## src/rtl/cic_decim_ctrl.sv

```systemverilog
// Sequencer for the third-order CIC decimator: divided clock, filter reset, settle discard and output FIFO.
// Optional build macro CIC_CTRL_TAG_EN adds an 8-bit sequence tag per captured sample.
module cic_decim_ctrl #(
    parameter int MAX_LOG2_D = 8,
    parameter int NUMBITS    = 3*MAX_LOG2_D+1,
    parameter int FIFO_DEPTH = 4
) (
    input  logic               clk,
    input  logic               reset_n,
    input  logic               enable,
    input  logic [3:0]         log2_dec,
    input  logic               cfg_load,
    input  logic [NUMBITS-1:0] cic_data,
    output logic               cic_rst_n,
    output logic               divided_clk,
    output logic [NUMBITS-1:0] sample_data,
    output logic               sample_valid,
    input  logic               sample_ready,
    output logic               overflow,
    input  logic               overflow_clr,
    output logic [1:0]         state
`ifdef CIC_CTRL_TAG_EN
    ,
    output logic [7:0]         sample_seq
`endif
);
    typedef enum logic [1:0] {IDLE = 2'd0, FLUSH = 2'd1, SETTLE = 2'd2, RUN = 2'd3} state_t;

    localparam int CW = MAX_LOG2_D;
    localparam int PW = $clog2(FIFO_DEPTH);
    localparam int NW = PW + 1;

    state_t             state_q, state_d;
    logic [3:0]         act_log2_q, act_log2_d, clamp_log2;
    logic               flush_cnt_q, flush_cnt_d;
    logic [1:0]         settle_cnt_q, settle_cnt_d;
    logic [CW-1:0]      cnt_q, cnt_d, d_last, half_bit;
    logic               cic_rst_n_q, cic_rst_n_d, div_clk_q, div_clk_d;
    logic [NUMBITS-1:0] mem_q [FIFO_DEPTH];
    logic [NUMBITS-1:0] mem_d [FIFO_DEPTH];
    logic [PW-1:0]      wr_ptr_q, wr_ptr_d, rd_ptr_q, rd_ptr_d;
    logic [NW-1:0]      count_q, count_d;
    logic [NUMBITS-1:0] head_q, head_d;
    logic               valid_q, valid_d, ovf_q, ovf_d;
    logic               counting, strobe, pop, clear, push_req, full, push, drop;
`ifdef CIC_CTRL_TAG_EN
    logic [7:0]         seq_q, seq_d, head_seq_q, head_seq_d;
    logic [7:0]         seq_mem_q [FIFO_DEPTH];
    logic [7:0]         seq_mem_d [FIFO_DEPTH];
`endif

    // D-1 and the MSB of the count range; divided_clk is that MSB, so high for cnt in D/2..D-1.
    always_comb begin
        clamp_log2 = log2_dec;
        if (log2_dec < 4'd2)
            clamp_log2 = 4'd2;
        else if (log2_dec > 4'(MAX_LOG2_D))
            clamp_log2 = 4'(MAX_LOG2_D);
        d_last   = {CW{1'b1}} >> (CW - int'(act_log2_q));
        half_bit = d_last ^ (d_last >> 1);
        counting = (state_q == SETTLE) || (state_q == RUN);
        strobe   = counting && (cnt_q == d_last);
        pop      = valid_q && sample_ready;
    end

    always_comb begin
        state_d      = state_q;
        act_log2_d   = act_log2_q;
        flush_cnt_d  = flush_cnt_q;
        settle_cnt_d = settle_cnt_q;
        clear        = 1'b0;
        case (state_q)
            IDLE: begin
                clear = 1'b1;
                if (enable) begin
                    state_d     = FLUSH;
                    act_log2_d  = clamp_log2;
                    flush_cnt_d = 1'b0;
                end
            end
            FLUSH: begin
                clear        = 1'b1;
                settle_cnt_d = 2'd0;
                if (!enable)
                    state_d = IDLE;
                else if (flush_cnt_q)
                    state_d = SETTLE;
                else
                    flush_cnt_d = 1'b1;
            end
            default: begin
                // enable low takes priority over a coincident cfg_load
                if (!enable) begin
                    state_d = IDLE;
                    clear   = 1'b1;
                end else if (cfg_load) begin
                    state_d     = FLUSH;
                    act_log2_d  = clamp_log2;
                    flush_cnt_d = 1'b0;
                    clear       = 1'b1;
                end else if (strobe && state_q == SETTLE) begin
                    settle_cnt_d = settle_cnt_q + 2'd1;
                    if (settle_cnt_q == 2'd2)
                        state_d = RUN;
                end
            end
        endcase

        cnt_d = '0;
        if (counting && (state_d == SETTLE || state_d == RUN))
            cnt_d = strobe ? '0 : cnt_q + CW'(1);
        div_clk_d   = |(cnt_d & half_bit);
        cic_rst_n_d = (state_d == SETTLE) || (state_d == RUN);
    end

    // Output handshake: the head word transfers on any clk where sample_valid && sample_ready;
    // sample_data is stable while valid is high and ready is low.
    always_comb begin
        push_req = (state_q == RUN) && strobe && !clear;
        full     = (count_q == NW'(FIFO_DEPTH));
        push     = push_req && (!full || pop);
        drop     = push_req && full && !pop;
        mem_d    = mem_q;
        wr_ptr_d = wr_ptr_q;
        rd_ptr_d = rd_ptr_q;
        count_d  = count_q;
`ifdef CIC_CTRL_TAG_EN
        seq_mem_d = seq_mem_q;
        seq_d     = seq_q;
        if (state_q == IDLE || state_q == FLUSH)
            seq_d = 8'd0;
        else if (state_q == RUN && strobe)
            seq_d = seq_q + 8'd1;
`endif
        if (clear) begin
            wr_ptr_d = '0;
            rd_ptr_d = '0;
            count_d  = '0;
        end else begin
            if (push) begin
                mem_d[wr_ptr_q] = cic_data;
`ifdef CIC_CTRL_TAG_EN
                seq_mem_d[wr_ptr_q] = seq_q;
`endif
                wr_ptr_d = wr_ptr_q + PW'(1);
            end
            if (pop)
                rd_ptr_d = rd_ptr_q + PW'(1);
            count_d = count_q + NW'(push) - NW'(pop);
        end
        valid_d = (count_d != '0);
        head_d  = valid_d ? mem_d[rd_ptr_d] : '0;
`ifdef CIC_CTRL_TAG_EN
        head_seq_d = valid_d ? seq_mem_d[rd_ptr_d] : 8'd0;
`endif
        ovf_d = drop ? 1'b1 : (overflow_clr ? 1'b0 : ovf_q);
    end

    always_ff @(posedge clk or negedge reset_n) begin
        if (!reset_n) begin
            state_q      <= IDLE;
            act_log2_q   <= 4'd2;
            flush_cnt_q  <= 1'b0;
            settle_cnt_q <= 2'd0;
            cnt_q        <= '0;
            cic_rst_n_q  <= 1'b0;
            div_clk_q    <= 1'b0;
            mem_q        <= '{default: '0};
            wr_ptr_q     <= '0;
            rd_ptr_q     <= '0;
            count_q      <= '0;
            head_q       <= '0;
            valid_q      <= 1'b0;
            ovf_q        <= 1'b0;
`ifdef CIC_CTRL_TAG_EN
            seq_q        <= 8'd0;
            head_seq_q   <= 8'd0;
            seq_mem_q    <= '{default: '0};
`endif
        end else begin
            state_q      <= state_d;
            act_log2_q   <= act_log2_d;
            flush_cnt_q  <= flush_cnt_d;
            settle_cnt_q <= settle_cnt_d;
            cnt_q        <= cnt_d;
            cic_rst_n_q  <= cic_rst_n_d;
            div_clk_q    <= div_clk_d;
            mem_q        <= mem_d;
            wr_ptr_q     <= wr_ptr_d;
            rd_ptr_q     <= rd_ptr_d;
            count_q      <= count_d;
            head_q       <= head_d;
            valid_q      <= valid_d;
            ovf_q        <= ovf_d;
`ifdef CIC_CTRL_TAG_EN
            seq_q        <= seq_d;
            head_seq_q   <= head_seq_d;
            seq_mem_q    <= seq_mem_d;
`endif
        end
    end

    assign state        = state_q;
    assign cic_rst_n    = cic_rst_n_q;
    assign divided_clk  = div_clk_q;
    assign sample_data  = head_q;
    assign sample_valid = valid_q;
    assign overflow     = ovf_q;
`ifdef CIC_CTRL_TAG_EN
    assign sample_seq   = head_seq_q;
`endif

endmodule
```

## config.mk

```make
export PLATFORM = sky130hd
export DESIGN_NAME = cic_decim_ctrl
export DESIGN_NICKNAME = d
export VERILOG_FILES = /design/src/rtl/cic_decim_ctrl.sv
export SDC_FILE = /design/constraint.sdc
export NUM_CORES = 1
export LEC_CHECK = 0
export CORE_ASPECT_RATIO = 0.5
export CORE_MARGIN = 1.5
export CORE_UTILIZATION = 50
export CTS_CLUSTER_DIAMETER = 40
export CTS_CLUSTER_SIZE = 16
export DETAILED_ROUTE_END_ITERATION = 10
export GPL_TIMING_DRIVEN = 1
export PLACE_DENSITY_LB_ADDON = 0.2
export SLEW_MARGIN = 20
export SYNTH_ARGS = -nofsm -noshare
export SYNTH_HDL_FRONTEND = slang
export SYNTH_SLANG_ARGS = --single-unit
```

## constraint.sdc

```tcl
create_clock -name clk -period 10.5 [get_ports clk]
set_input_delay 1.05 -clock clk [delete_from_list [all_inputs] [get_ports clk]]
set_output_delay 1.05 -clock clk [all_outputs]
set_load 0.1 [all_outputs]
```

# After elaboration in Yosys (flattened, before gate mapping)
# Index checks and enable logic that the tools add are counted.
[totals] regBits=153 word_cells=118
[classes] shift=1 n_eq_ne=9 add_sub_neg=7 n_mux=44 magnitude_cmp=5 bitwise_logic=6 reduce_logical=29
[op_table] op="100-bit 2-to-1 mux" n=2
[op_table] op="100-bit bitwise mux" n=1
[op_table] op="25-bit 2-to-1 mux" n=4
[op_table] op="25-bit binary-select mux with 2-bit select" n=1
[op_table] op="25-bit demux with 2-bit select" n=1
[op_table] op="8-bit by 32-bit >> shifter with 8-bit output (first input constant)" n=1
[op_table] op="2-bit 2-to-1 mux" n=14
[op_table] op="4-bit 2-to-1 mux" n=5
[op_table] op="8-bit 2-to-1 mux" n=2
[op_table] op="2-bit == test (second input constant)" n=5
[op_table] op="1-bit logical AND" n=10
[op_table] op="2-bit nonzero test" n=5
[op_table] op="1-bit 2-to-1 mux" n=9
[op_table] op="8-bit by 1-bit adder with 8-bit output (second input constant)" n=1
[op_table] op="8-bit bitwise AND" n=1
[op_table] op="8-bit == test" n=1
[op_table] op="2-bit one-hot mux with 2 select lines" n=2
[op_table] op="4-bit one-hot mux with 2 select lines" n=1
[op_table] op="8-bit OR reduction" n=1
[op_table] op="8-bit by 7-bit bitwise XOR with 8-bit output" n=1
[op_table] op="2-bit by 1-bit adder with 2-bit output (second input constant)" n=3
[op_table] op="3-bit >= comparator (second input constant)" n=2
[op_table] op="2-bit NOT with 3-bit output" n=2
[op_table] op="3-bit nonzero test" n=2
[op_table] op="19 further kinds" n=24

# Depth between registers and ports, before layout
[logic_depth] depth_word=15 depth_mapped=24

# Worst setup path after synthesis
# Ideal clock, no wire load.
[synth_timing] kind="register to register" from="register act_log2_q[0]" to="register head_q[10], in the netlist sample_data[10]" arrival_time_ns=5.086 path_slack_ns=5.311 stages_incl_launch_ff=23 period_less_slack_ns=5.189 path_cell_list="dfrtp_1 > buf_4 > inv_1 > ha_1 > buf_2 > or4b_2 > mux2i_1 > xor2_1 > a21oi_1 > o2111ai_4 > nor3_4 > inv_1 > ha_1 > inv_1 > ha_1 > inv_1 > fa_1 > xor2_1 > xnor2_1 > a31oi_1 > o21ai_1 > clkbuf_1 > o41ai_2"
[synth_between] word_cells_on_any_way=17
[synth_rtl] element="start: declaration" line="34" source="logic [3:0] act_log2_q, act_log2_d, clamp_log2;"
[synth_rtl] element="start signal: assignment" line="182" source="act_log2_q <= act_log2_d;"
[synth_rtl] element="4-bit by 4-bit subtractor with 5-bit output" line="59" source="d_last = {CW{1'b1}} >> (CW - int'(act_log2_q));"
[synth_rtl] element="8-bit by 32-bit >> shifter with 8-bit output" line="59"
[synth_rtl] element="8-bit == test" line="62" source="strobe = counting && (cnt_q == d_last);"
[synth_rtl] element="1-bit logical AND" line="62"
[synth_rtl] element="1-bit logical AND (2 in series)" line="119" source="push_req = (state_q == RUN) && strobe && !clear;"
[synth_rtl] element="1-bit logical AND" line="121" source="push = push_req && (!full || pop);"
[synth_rtl] element="3-bit by 1-bit adder with 3-bit output" line="149" source="count_d = count_q + NW'(push) - NW'(pop);"
[synth_rtl] element="3-bit by 1-bit subtractor with 3-bit output" line="149"
[synth_rtl] element="3-bit 2-to-1 mux" line="135" source="if (clear) begin"
[synth_rtl] element="3-bit nonzero test" line="151" source="valid_d = (count_d != '0);"
[synth_rtl] element="net valid_d" line="44" source="logic valid_q, valid_d, ovf_q, ovf_d;"
[synth_rtl] element="25-bit 2-to-1 mux" line="152" source="head_d = valid_d ? mem_d[rd_ptr_d] : '0;"
[synth_rtl] element="net head_d[10]" line="43" source="logic [NUMBITS-1:0] head_q, head_d;"
[synth_rtl] element="end signal: assignment" line="172" source="head_q <= '0;"
[synth_rtl] element="end signal: assignment" line="192" source="head_q <= head_d;"
[synth_rtl] element="end: declaration" line="43"
# The timed path passes the listed nets, and every way through them passes these cells. The select of a mux whose other input is x is not followed.
# A chain may end at the register's enable or synchronous reset.

# Final worst setup path
[layout_timing] from="register act_log2_q[0]" to="register head_q[4], in the netlist sample_data[4]"
# Same word-level chain as after synthesis.

==> flow_summary_export.csv <==
group,metric,value,unit
outcome,run_status,"finished, final reports clean",
place,place_area,8580,µm²
cts,h-tree-depth,4,
logic_synthesis,synth_edf_count,0,
cts,cts_sinks,153,
timing,period_needed,6.53,ns
logic_synthesis,yosysTopAreaCell,"dfrtp_1",
floorplanning,core_area,15300,µm²
floorplanning,initial_core_util,50.9,%
logic_synthesis,ys_top_cells_by_area,"dfrtp_1, mux2_2, nor2_1",
timing,drv_slew,0,
logic_synthesis,ys.flop_type,"dfrtp_1",
logic_synthesis,netlist_area,7800,µm²
logic_synthesis,yosys_register_bits,153,
critical_path,setup.worst_path.class,"reg2reg",
drt,initialDrtViolationCount,360,
critical_path,crit_path_cell_trace,"inv_1 > ha_1 > or4b_2 > mux2i_1 > xor2_1 > a21oi_1 > o2111ai_4 > nor3_4 > inv_1 > ha_1 > inv_1 > ha_1 > inv_1 > fa_1 > xor2_1 > xnor2_1 > a31oi_1 > nand2_1 > a31oi_1 > o221ai_1 > o41ai_2",
pwr,power.total,1.49,mW
cts,clkTransAtPathRegs,0.07,ns
cts,clockRootBuffer,"clkbuf_16",
timing,tightest_slew,1.07,ns
place,gp_congestion,0.894,
critical_path,cp.required,10.81,ns
logic_synthesis,ys_types,71,
cts,ctsHoldBuffers,0,
logic_synthesis,syn_inst,682,
place,dp_hpwl,11200,µm
timing,fmaxAchievable,153,MHz
cts,cts_resized,0,
global_routing,grt_pass1_wl,31600,µm
pwr,powerDensity,162,nW/µm²
global_routing,grt_pass1_vias,5939,
floorplanning,ios,66,
logic_synthesis,synth_top_area_share,48.7,%
logic_synthesis,syn_area_per_cell,11.4,µm²
drt,drc_errors,0,
timing,finalSetupTns,0,ns
global_routing,antenna_found_initial,0,
hold_path,min_path_type,"reg2reg",
cts,clock_latency,0.41,ns
logic_synthesis,yosys_warnings,0,
drt,vias,5783,
drt,wl,18800,µm
global_routing,grt_max_degree,79,
critical_path,crit_fanout,25,
drt,drtAntennaViolNets,0,
timing,hold_violations,0,
timing,slew_headroom,28.4,%
place,port_buffers,65,
final_layout,nets,778,
final_layout,instances_no_fill,950,
final_layout,diodes,0,
drt,firstDrtPassIters,5,
timing,setup_viol_count_final,0,
global_routing,grt-ovfl-total,0,
critical_path,cpMaxStageDelayCell,"nand2_1",
critical_path,crit_path_frequent_cell,"inv_1",
pwr,ir_drop,0.000106,V
logic_synthesis,synth_seq_area_share,49.1,%
timing,rsz0062_at_grt,"false",
floorplanning,rows,32,
final_layout,final_area,9210,µm²
place,detailedPlace.worstSlack,4.06,ns
timing,clock_skew,0.00910,ns
pwr,p_leak,4.25,nW
floorplanning,die_w,180,µm
floorplanning,die-area,16400,µm²
drt,vias_per_cell,6.09,
critical_path,max_stage_delay,0.69,ns
logic_synthesis,synthArstFlopShare,100,%
timing,fin_crit_sh,62.2,%
critical_path,worstSetupEndpointType,"flip-flop",
logic_synthesis,synth_fp_nets,727,
cts,clockBufferDepth,2,
floorplanning,die_h,91.3,µm
final_layout,syn_to_final_growth,18.0,%
timing,worst_slack,3.97,ns
final_layout,layout-drive-gt1-share,24.3,%
global_routing,grt_use_total,24.2,%
cts,cts_setup_buffers,0,
job,cap_violations,0,
cts,cts_buffers,17,
place,post-place-cells,918,
critical_path,critPathLaunchType,"flip-flop",
drt,wire_per_inst,19.8,µm
critical_path,critical_path_arrival,6.85,ns
cts,cts_tree,"built",
[through the flow]
stage,utilization [%],hold slack (ns)
4_1_cts,60.0,0.495
2_1_floorplan,-,0.464
6_report,60.0,0.494
3_5_place_dp,55.9,0.482
5_1_grt,60.0,0.501
3_3_place_gp,55.9,0.474
[layout make-up]
| type | instances | area, µm² |
|---|---|---|
| Fill cell | 1277 | 6130 |
| Sequential cell | 153 | 3830 |
| Multi-Input combinational cell | 465 | 3680 |
| Timing Repair Buffer | 76 | 734 |
| Clock buffer | 18 | 429 |
| Tap cell | 204 | 255 |
| Clock inverter | 14 | 198 |
| Inverter | 20 | 75.1 |
[critical path, delay by kind of cell, from the launching register on]
family                     cells  cell delay, ns
DFF                            1            0.54
buffers and inverters          4            0.35
and+or+nand+nor                3            1.85
adders and majority gates      4            1.37
muxes                          1            0.19
AOI/OAI and AO/OA              6            1.71
xor gates and xnor gates       3            0.41
[cells by family after synthesis]
family          count (synthesis)  share of synthesized area (%)
compound gates                135                           16.1
xor+xnor                       18                           2.02
fa+ha+maj                      10                           1.70
buf+inv                        64                           3.78
flops                         153                           49.1
mux                           104                           14.9
simple gates                  198                           12.4
[state kept, by name, indices dropped and copies added (netlist names)]
register and cells:
mem_q 100, cic_rst_n 1, act_log2_q 4, flush_cnt_q 1
state 2, settle_cnt_q 2, rd_ptr_q 2, wr_ptr_q 2
overflow 1, sample_data 25, count_q 3, divided_clk 1
sample_valid 1, cnt_q 8
[routing by layer]
layer,part of all wire [%],track usage (%),wire length [µm]
met2,47,39.4,8770
met4,1.0,7.15,191
met5,0,0,0
met1,48,33.6,9020
met3,4.2,4.01,797
[path summary, 6_finish.rpt]
check | depth (start not counted) | slack [ns] | start | endpoint
setup / recovery | 21 | 3.97 | act_log2_q[0] | sample_data[4]
hold / removal | 1 | 0.49 | mem_q[90] | mem_q[90]
setup reg to reg | 21 | 3.97 | act_log2_q[0] | sample_data[4]
hold reg to reg | 1 | 0.49 | mem_q[90] | mem_q[90]
max in group asynchronous | 2 | 8.39 | reset_n | mem_q[9]
min in group asynchronous | 1 | 0.67 | reset_n | divided_clk
[placed cells by master, fill, tap and decap left out, types with 3 or more instances in the layout]
master / instances
nand2b_1: 6
clkbuf_16: 17
buf_4: 11
and3_1: 6
o211ai_1: 3
inv_1: 20
xnor2_1: 8
nand2_1: 24
bufinv_16: 4
clkdlybuf4s50_1: 64
nor3_1: 30
mux2_1: 9
ha_1: 9
nor2_1: 97
o41ai_1: 5
mux2_2: 91
clkinv_4: 4
a21oi_1: 8
xor2_1: 10
nand3b_1: 3
mux2i_1: 4
o41ai_2: 20
a31oi_1: 27
a211oi_1: 3
dfrtp_1: 152
o21ai_0: 12
nand3_1: 13
o221ai_1: 25
[synthesized netlist by cell type, drive strengths merged (4+ instances only)]
| master | number |
|---|---|
| a31oi | 27 |
| o221ai | 25 |
| dfrtp | 152 |
| o41ai | 27 |
| and3 | 6 |
| nand2b | 7 |
| xor2 | 10 |
| o31ai | 4 |
| inv | 20 |
| nand2 | 26 |
| ha | 9 |
| a21oi | 10 |
| xnor2 | 8 |
| clkbuf | 23 |
| nor2 | 97 |
| nand3 | 14 |
| nor3 | 31 |
| mux2 | 100 |
| o21ai | 14 |
| mux2i | 4 |
| buf | 21 |
[power by group]
group          internal [mW]  switching (mW)  total [mW]
clock                  0.400           0.250       0.650
combinational         0.0682           0.154       0.222
sequential             0.599          0.0165       0.615
total                   1.07           0.421        1.49
No activity file was read; power rests on OpenSTA's default activity.
